### config.mk
export PLATFORM = sky130hd
export DESIGN_NAME = bus_arbiter_mux
export DESIGN_NICKNAME = d
export VERILOG_FILES = /design/src/rtl/bus_pkg.sv /design/src/rtl/rr_arbiter.sv /design/src/rtl/bus_arbiter_mux.sv
export SDC_FILE = /design/constraint.sdc
export NUM_CORES = 1
export LEC_CHECK = 0
export ABC_AREA = 1
export CELL_PAD_IN_SITES_DETAIL_PLACEMENT = 0
export CELL_PAD_IN_SITES_GLOBAL_PLACEMENT = 1
export CORE_AREA = 2 2 331 333
export CTS_BUF_LIST = sky130_fd_sc_hd__clkbuf_8 sky130_fd_sc_hd__clkbuf_16
export DETAILED_ROUTE_END_ITERATION = 7
export DIE_AREA = 0 0 333 335
export PLACE_DENSITY = 0.53
export SYNTH_ARGS = -nofsm -noshare
export SYNTH_HDL_FRONTEND = slang
export SYNTH_SLANG_ARGS = --single-unit
export TNS_END_PERCENT = 10
### constraint.sdc
create_clock -name clock -period 6.22 [get_ports clock]
set_clock_uncertainty 0.15 [all_clocks]
set_input_delay 1.866 -clock clock [delete_from_list [all_inputs] [get_ports clock]]
set_output_delay 1.866 -clock clock [all_outputs]
set_load 0.1 [all_outputs]
### src/rtl/bus_pkg.sv
// rtl/bus_pkg.sv - shared types and source indices for the arbitrated bus
package bus_pkg;

  typedef enum logic {
    IDLE  = 1'b0,
    OWNED = 1'b1
  } bus_state_t;

  localparam int DEF_DATA_W = 32;

  localparam int SRC_R0     = 0;
  localparam int SRC_R1     = 1;
  localparam int SRC_R2     = 2;
  localparam int SRC_R3     = 3;
  localparam int SRC_R4     = 4;
  localparam int SRC_R5     = 5;
  localparam int SRC_R6     = 6;
  localparam int SRC_R7     = 7;
  localparam int SRC_R8     = 8;
  localparam int SRC_R9     = 9;
  localparam int SRC_R10    = 10;
  localparam int SRC_R11    = 11;
  localparam int SRC_R12    = 12;
  localparam int SRC_R13    = 13;
  localparam int SRC_R14    = 14;
  localparam int SRC_R15    = 15;
  localparam int SRC_HI     = 16;
  localparam int SRC_LO     = 17;
  localparam int SRC_ZHI    = 18;
  localparam int SRC_ZLO    = 19;
  localparam int SRC_PC     = 20;
  localparam int SRC_MDR    = 21;
  localparam int SRC_INPORT = 22;
  localparam int SRC_CSIGN  = 23;

endpackage

### src/rtl/rr_arbiter.sv
// rtl/rr_arbiter.sv - combinational round-robin winner search starting at ptr
module rr_arbiter #(
  parameter int NUM_SRC = 24,
  parameter int SEL_W   = $clog2(NUM_SRC)
) (
  input  logic [NUM_SRC-1:0] req,
  input  logic [SEL_W-1:0]   ptr,
  output logic               valid,
  output logic [SEL_W-1:0]   winner
);

  int idx;

  // Walk offsets from the far end down so the smallest offset from ptr is the last writer.
  always_comb begin
    valid  = 1'b0;
    winner = '0;
    idx    = 0;
    for (int k = NUM_SRC - 1; k >= 0; k--) begin
      idx = int'(ptr) + k;
      if (idx >= NUM_SRC) idx = idx - NUM_SRC;
      if (req[idx]) begin
        valid  = 1'b1;
        winner = SEL_W'(idx);
      end
    end
  end

endmodule

### src/rtl/bus_arbiter_mux.sv
// rtl/bus_arbiter_mux.sv - round-robin arbitrated, registered shared-bus multiplexer
module bus_arbiter_mux
  import bus_pkg::*;
#(
  parameter int DATA_W   = DEF_DATA_W,
  parameter int NUM_SRC  = 24,
  parameter int MAX_HOLD = 4,
  parameter int SEL_W    = $clog2(NUM_SRC)
) (
  input  logic                        clock,
  input  logic                        clear_n,
  input  logic [NUM_SRC*DATA_W-1:0]   src_data,
  input  logic [NUM_SRC-1:0]          src_req,
  input  logic                        lock,
  output logic [NUM_SRC-1:0]          src_gnt,
  output logic [DATA_W-1:0]           bus_out,
  output logic                        bus_valid,
  output logic [SEL_W-1:0]            bus_owner
);

  localparam int HOLD_W = (MAX_HOLD < 1) ? 1 : $clog2(MAX_HOLD + 1);
  localparam logic [HOLD_W-1:0] HOLD_MAX = HOLD_W'(MAX_HOLD);

  bus_state_t          state, state_nx;
  logic [SEL_W-1:0]    ptr, ptr_nx;
  logic [HOLD_W-1:0]   hold_cnt, hold_nx;
  logic [NUM_SRC-1:0]  gnt_nx;
  logic [DATA_W-1:0]   bus_nx;
  logic                valid_nx;
  logic [SEL_W-1:0]    owner_nx;

  logic [NUM_SRC-1:0]  cand;
  logic                arb_valid;
  logic [SEL_W-1:0]    arb_winner;
  logic                owner_req;
  logic [DATA_W-1:0]   owner_data;
  logic [DATA_W-1:0]   win_data;
  logic                do_grant;
  logic                go_idle;

  // The current owner never competes against itself; in IDLE src_gnt is zero so all requests compete.
  assign cand       = src_req & ~src_gnt;
  assign owner_req  = |(src_req & src_gnt);
  assign owner_data = src_data[int'(bus_owner)*DATA_W +: DATA_W];
  assign win_data   = src_data[int'(arb_winner)*DATA_W +: DATA_W];

  rr_arbiter #(
    .NUM_SRC (NUM_SRC),
    .SEL_W   (SEL_W)
  ) u_rr_arbiter (
    .req    (cand),
    .ptr    (ptr),
    .valid  (arb_valid),
    .winner (arb_winner)
  );

  // Next-state: grant a new owner, drop to idle, or keep the owner and refresh its data.
  always_comb begin
    state_nx = state;
    ptr_nx   = ptr;
    hold_nx  = hold_cnt;
    gnt_nx   = src_gnt;
    bus_nx   = bus_out;
    valid_nx = bus_valid;
    owner_nx = bus_owner;
    do_grant = 1'b0;
    go_idle  = 1'b0;

    case (state)
      IDLE: begin
        if (arb_valid) do_grant = 1'b1;
        else           go_idle  = 1'b1;
      end
      OWNED: begin
        if (!owner_req) begin
          if (arb_valid) do_grant = 1'b1;
          else           go_idle  = 1'b1;
        end else if (!lock && (MAX_HOLD != 0) && (hold_cnt == HOLD_MAX) && arb_valid) begin
          do_grant = 1'b1;
        end else begin
          bus_nx = owner_data;
          if (hold_cnt < HOLD_MAX) hold_nx = hold_cnt + 1'b1;
        end
      end
      default: go_idle = 1'b1;
    endcase

    if (do_grant) begin
      state_nx = OWNED;
      gnt_nx   = NUM_SRC'(1) << arb_winner;
      owner_nx = arb_winner;
      bus_nx   = win_data;
      valid_nx = 1'b1;
      hold_nx  = HOLD_W'(1);
      ptr_nx   = (int'(arb_winner) == NUM_SRC - 1) ? '0 : arb_winner + SEL_W'(1);
    end

    if (go_idle) begin
      state_nx = IDLE;
      gnt_nx   = '0;
      bus_nx   = '0;
      valid_nx = 1'b0;
      hold_nx  = '0;
    end
  end

  // State, arbitration bookkeeping and the registered bus outputs.
  always_ff @(posedge clock or negedge clear_n) begin
    if (!clear_n) begin
      state     <= IDLE;
      ptr       <= '0;
      hold_cnt  <= '0;
      src_gnt   <= '0;
      bus_out   <= '0;
      bus_valid <= 1'b0;
      bus_owner <= '0;
    end else begin
      state     <= state_nx;
      ptr       <= ptr_nx;
      hold_cnt  <= hold_nx;
      src_gnt   <= gnt_nx;
      bus_out   <= bus_nx;
      bus_valid <= valid_nx;
      bus_owner <= owner_nx;
    end
  end

endmodule
# Word level (Yosys, flattened, before mapping)

Index checks and enable logic that the tools add are counted.

Bits of input ports: 795
Output and inout port bits: 62
Flip-flop bits (word level): 70

$add $sub $neg: 49
Bitwise logic cells: 4
Equality and inequality tests: 3
Shift operators: 3
Multiplexer cells: 167
Magnitude comparators: 49
Reduce and logical (&&, ||, !) cells: 10

Operators by type and width:

| operator                                                            | number |
|---|---|
| indexed part select 768 x 11 -> 32 bit                              | 2 |
| 2-to-1 mux 32 bit                                                   | 29 |
| less-than comparator 32 x 7 -> 1 bit (second input constant)        | 24 |
| greater-or-equal comparator 32 x 6 -> 1 bit (second input constant) | 23 |
| subtractor 32 x 6 -> 32 bit (second input constant)                 | 23 |
| 2-to-1 mux 5 bit                                                    | 25 |
| binary-select mux 1 bit (select 5 bit)                              | 24 |
| 2-to-1 mux 1 bit                                                    | 79 |
| adder 5 x 4 -> 6 bit (second input constant)                        | 8 |
| adder 5 x 5 -> 6 bit (second input constant)                        | 8 |
| bitwise AND 24 bit                                                  | 2 |
| 2-to-1 mux 24 bit                                                   | 2 |
| adder 5 x 3 -> 6 bit (second input constant)                        | 4 |
| NOT 24 bit                                                          | 1 |
| OR reduction 24 bit                                                 | 1 |
| << shifter 1 x 5 -> 24 bit (first input constant)                   | 1 |
| 2-to-1 mux 3 bit                                                    | 6 |
| adder 5 x 2 -> 6 bit (second input constant)                        | 2 |
| nonzero test 3 bit                                                  | 3 |
| adder 5 x 1 -> 6 bit (second input constant)                        | 1 |
| subtractor 5 x 5 -> 6 bit (second input constant)                   | 1 |
| adder 5 x 1 -> 5 bit (second input constant)                        | 1 |
| equality test 5 bit (second input constant)                         | 1 |
| greater-or-equal comparator 5 bit (second input constant)           | 1 |
| 11 further kinds                                                    | 13 |

# Longest topological paths before layout

Word-level depth: 36
Gate-level depth with buffers: 65
Gate-level depth less buffers: 61

# Cells and area by module

Synthesis repeated with hierarchy kept, for this count alone.

Cell total of the unflattened synthesis: 3253
Area total of the unflattened synthesis: 16544.6 um^2

By module, submodules not included:

| module          | seq. area each (um^2) | area an instance (um^2) | cells an instance | instances |
|---|---|---|---|---|
| bus_arbiter_mux | 1751.7                | 11726.2                 | 2317              | 1 |
| rr_arbiter      | 0.0                   | 4818.4                  | 936               | 1 |

# Least setup slack after synthesis

Ideal clock, no wire load.

Path kind: input to register
Start: input port src_req[14]
End: register bus_out[3]
Arrival time: 5.212 ns
Required time: 5.951 ns
Cell stages on the path: 33
Setup slack: 0.739 ns
Setup time: 0.119 ns
Cells stage by stage: inv_1 nor2_1 o21ai_0 nand2_1 o21ai_1 nand2_1 nand2_1 nand2_1 nand3_1 and2_1 buf_4 inv_2 nor4_2 nand4_1 nor3_1 nand4_1 nor4_1 nand4_1 nor4_1 nand4_1 o21ai_1 buf_4 nand2_2 clkbuf_1 clkbuf_1 nand3_1 nand3_1 nand3_1 nand3_1 nand2_1 nand3_1 nand2_1 nor2_1

Longest elaborated chain between the ends: 34
Elaborated cells on any way between the ends: 138
Those cells by class: eq/ne: 1; shift: 1; mux: 129; bitwise: 2; reduce/logical: 5

RTL lines:

| item                                                        | line                   | source |
|---|---|---|
| start: declaration                                          | bus_arbiter_mux.sv:13  | `input logic [NUM_SRC-1:0] src_req,` |
| branches (longest 34 deep; another with bitwise AND 24 bit) | --                     |  |
| end signal: assignment                                      | bus_arbiter_mux.sv:122 | `bus_out <= bus_nx;` |
| end: declaration                                            | bus_arbiter_mux.sv:16  | `output logic [DATA_W-1:0] bus_out,` |

Several ways; the timed one is not identified. The select of a mux whose other input is x is not followed.
A chain may end at the register's enable or synchronous reset.

# Worst setup path in the final report

Start: input port src_req[15]
End: register bus_out[26]

The elaborated chain is that of the path after synthesis.

==> results.toml <==
[run_status]
status = "finished, violations left"
violations = "negative setup slack"

[synthesis]
ys_warn_count = 0
synth_top_family_by_area = "simple AND/OR/NAND/NOR gates"
synth_edf_count = 0
synthFlopType = "dfrtp_1"
muxShareOfSynthArea_pct = 0.191
synth-xor-area-share_pct = 1.75
syn_inst = 2969
syn_nets = 3808
synth_fa_ha_area_share_pct = 3.50
syn_area_mm2 = 0.0157
synth.distinct_cells = 55
ys_ff_latch = 70
yosys.area_share.simple_pct = 51.3
avgSynthCellArea_um2 = 5.30
synth_compound_area_share_pct = 17.4
synth-async-reset-ratio_pct = 100
yosysSeqAreaShare_pct = 11.1

[clock_tree]
clock_path_buffers = 2
htree_levels = 3
cts_root_buffer = "clkbuf_16"
clock-sinks = 70
holdBufCountCts = 0
cts-buffers-inserted = 9
cts.clk_slew.worst_paths_ps = 70
clk_latency_ps = 390
cts_tree = "done"

[global_routing]
antenna_found_initial = 85
grt.overflow.total = 0
grt_first_pass_wirelength_um = 206000
grt_pass1_vias = 26200
met1_usage_pct = 32.5
grt.total_usage_pct = 26.3
top_usage_layer = "met2"
grt_max_degree = 47
use_met2_pct = 46.6
grt_use_met3_pct = 5.05

[setup_path]
worstPathArrival_ps = 6590
setup.worst_path.start_class = "input pin"
reg2reg_from = "ptr[2]$_DFFE_PN0N_"
path_class = "input pin to flop"
worstSetupStartpoint = "src_req[15]"
cpPeakStageDelay_ps = 230
cp.required_ps = 6350
r2r_end = "bus_out[26]$_DFFE_PN0P_"
rrSetupSlack_ps = -110
slowest_stage = "a21oi_4"
crit_path_end_kind = "flop"
critPathCapture = "bus_out[26]$_DFFE_PN0P_"
r2r_cells = 37
path_max_fanout = 5
cpMostUsedCell = "buf_4"

[timing]
final.period_utilization_pct = 104
rsz0062_at_grt = "true"
fin_crit_ps = 6460
fmax_mhz = 155
fin_ws_ps = -240
drv_slew = 0
final_hold_viol_count = 0
setup_viol = 32
worstMarginPinSlew_ps = 1240
timing.slew.headroom_pct = 17.0
whs_ps = 432

[detailed_routing]
ant_nets = 0
wl_per_cell_um = 27.2
drc = 0
firstDrtPassIters = 5
routed_wl_um = 155000
num_vias = 26500
viasPerCell = 4.66
drt_iter0_drc = 1849

[layout]
multiInputGateArea_mm2 = 0.0131
nets = 5073
drive_above_1_share_pct = 23.9
area_growth_pct = 111
fillers = 12200
final_cell_mix = "clkdlybuf4s50_1, nand3_1, nand2_1"
layout_commonest_cell = "clkdlybuf4s50_1"
seq_area_mm2 = 0.00175
utilization_pct = 30.7

[floorplan]
top_level_ports = 857
start_util_pct = 14.5
die_area_mm2 = 0.112
die_w_um = 333
placementRows = 121
die_y_um = 335
core-area_mm2 = 0.108

[run]
cap_viol_max_count = 0

[placement]
port_buffers = 856
gp_congestion = 0.936
hpwl_um = 128000

[min_path]
hp-class = "flop to flop"
layer usage:
layer  up-vias  wire length [µm]
met5         -                80
met4        14              3720
met3       152             11300
met2      1012             77300
met1     12700             62300
li1      12600                 -
registers in the layout, indices dropped and copies added (netlist names):
| name | count |
|---|---|
| bus_out | 32 |
| src_gnt | 24 |
| bus_owner | 5 |
| ptr | 5 |
| hold_cnt | 3 |
| state | 1 |
Yosys cell counts, types with 15 or more instances:
cell type	n	area, µm²
buf_4	36	270
a21oi_1	121	606
inv_2	22	82.6
nand3_1	888	4440
buf_1	15	56.3
inv_1	267	1000
o211ai_1	68	510
nor2_1	156	586
xor2_1	17	149
o21ai_0	77	385
clkbuf_1	55	206
ha_1	44	551
buf_2	118	591
o22ai_1	21	131
nand2_1	739	2770
o21ai_1	145	726
dfrtp_1	70	1750
cell type report:
class | instances | share of cell area, %
Multi-Input combinational cell | 2372 | 39.6
Clock inverter | 7 | 0.294
Timing Repair inverter | 1 | 0.0339
Antenna cell | 36 | 0.271
Inverter | 295 | 3.47
Sequential cell | 70 | 5.28
Timing Repair Buffer | 1485 | 45.0
Tap cell | 1414 | 5.33
Clock buffer | 9 | 0.679
metrics by stage:
stage / cell area, µm² / setup WS (ps) / instances / TNS, ps
2_1_floorplan: 15700 / 739 / 2969 / 0
3_3_place_gp: 29500 / -1790 / 5513 / -70690
3_5_place_dp: 29500 / -1760 / 5513 / -67310
4_1_cts: 32000 / -414 / 5616 / -11410
5_1_grt: 33200 / -409 / 5673 / -12840
6_report: 33200 / -240 / 5689 / -4900
worst min path at each step:
stage                                  from                 endpoint  cells past startpoint
floorplan           hold_cnt[2]$_DFFE_PN0P_  hold_cnt[2]$_DFFE_PN0P_                      2
global placement    hold_cnt[2]$_DFFE_PN0P_  hold_cnt[2]$_DFFE_PN0P_                      2
global route        hold_cnt[2]$_DFFE_PN0P_  hold_cnt[2]$_DFFE_PN0P_                      2
CTS                 hold_cnt[2]$_DFFE_PN0P_  hold_cnt[2]$_DFFE_PN0P_                      2
finish              hold_cnt[2]$_DFFE_PN0P_  hold_cnt[2]$_DFFE_PN0P_                      2
detailed placement  hold_cnt[2]$_DFFE_PN0P_  hold_cnt[2]$_DFFE_PN0P_                      2
worst max-delay path: cells and delay by family:
kind,cells,cell delay (ps)
buffers and inverters,25,3070
AO/OA/AOI/OAI,7,900
AND/OR/NAND/NOR,9,710
timing repair:
action | in CTS | in global routing
resized for setup | 320 | 208
setup buffers | 73 | 34
pin swaps | 80 | 85
gates cloned | 19 | 6
endpoints found under the hold margin | 0 | 0
endpoints found under the setup margin | 54 | 56
cell families after synthesis:
| logic type | Yosys count |
|---|---|
| multiplexers | 3 |
| adder cells (fa/ha/maj) | 44 |
| AND/OR/NAND/NOR | 1822 |
| AO/OA/AOI/OAI | 478 |
| XOR/XNOR | 25 |
| flip-flops | 70 |
| buffers and inverters | 527 |
Power is not shown: default switching activity piles up to over one toggle a cycle in this logic, so the estimate is an artifact.
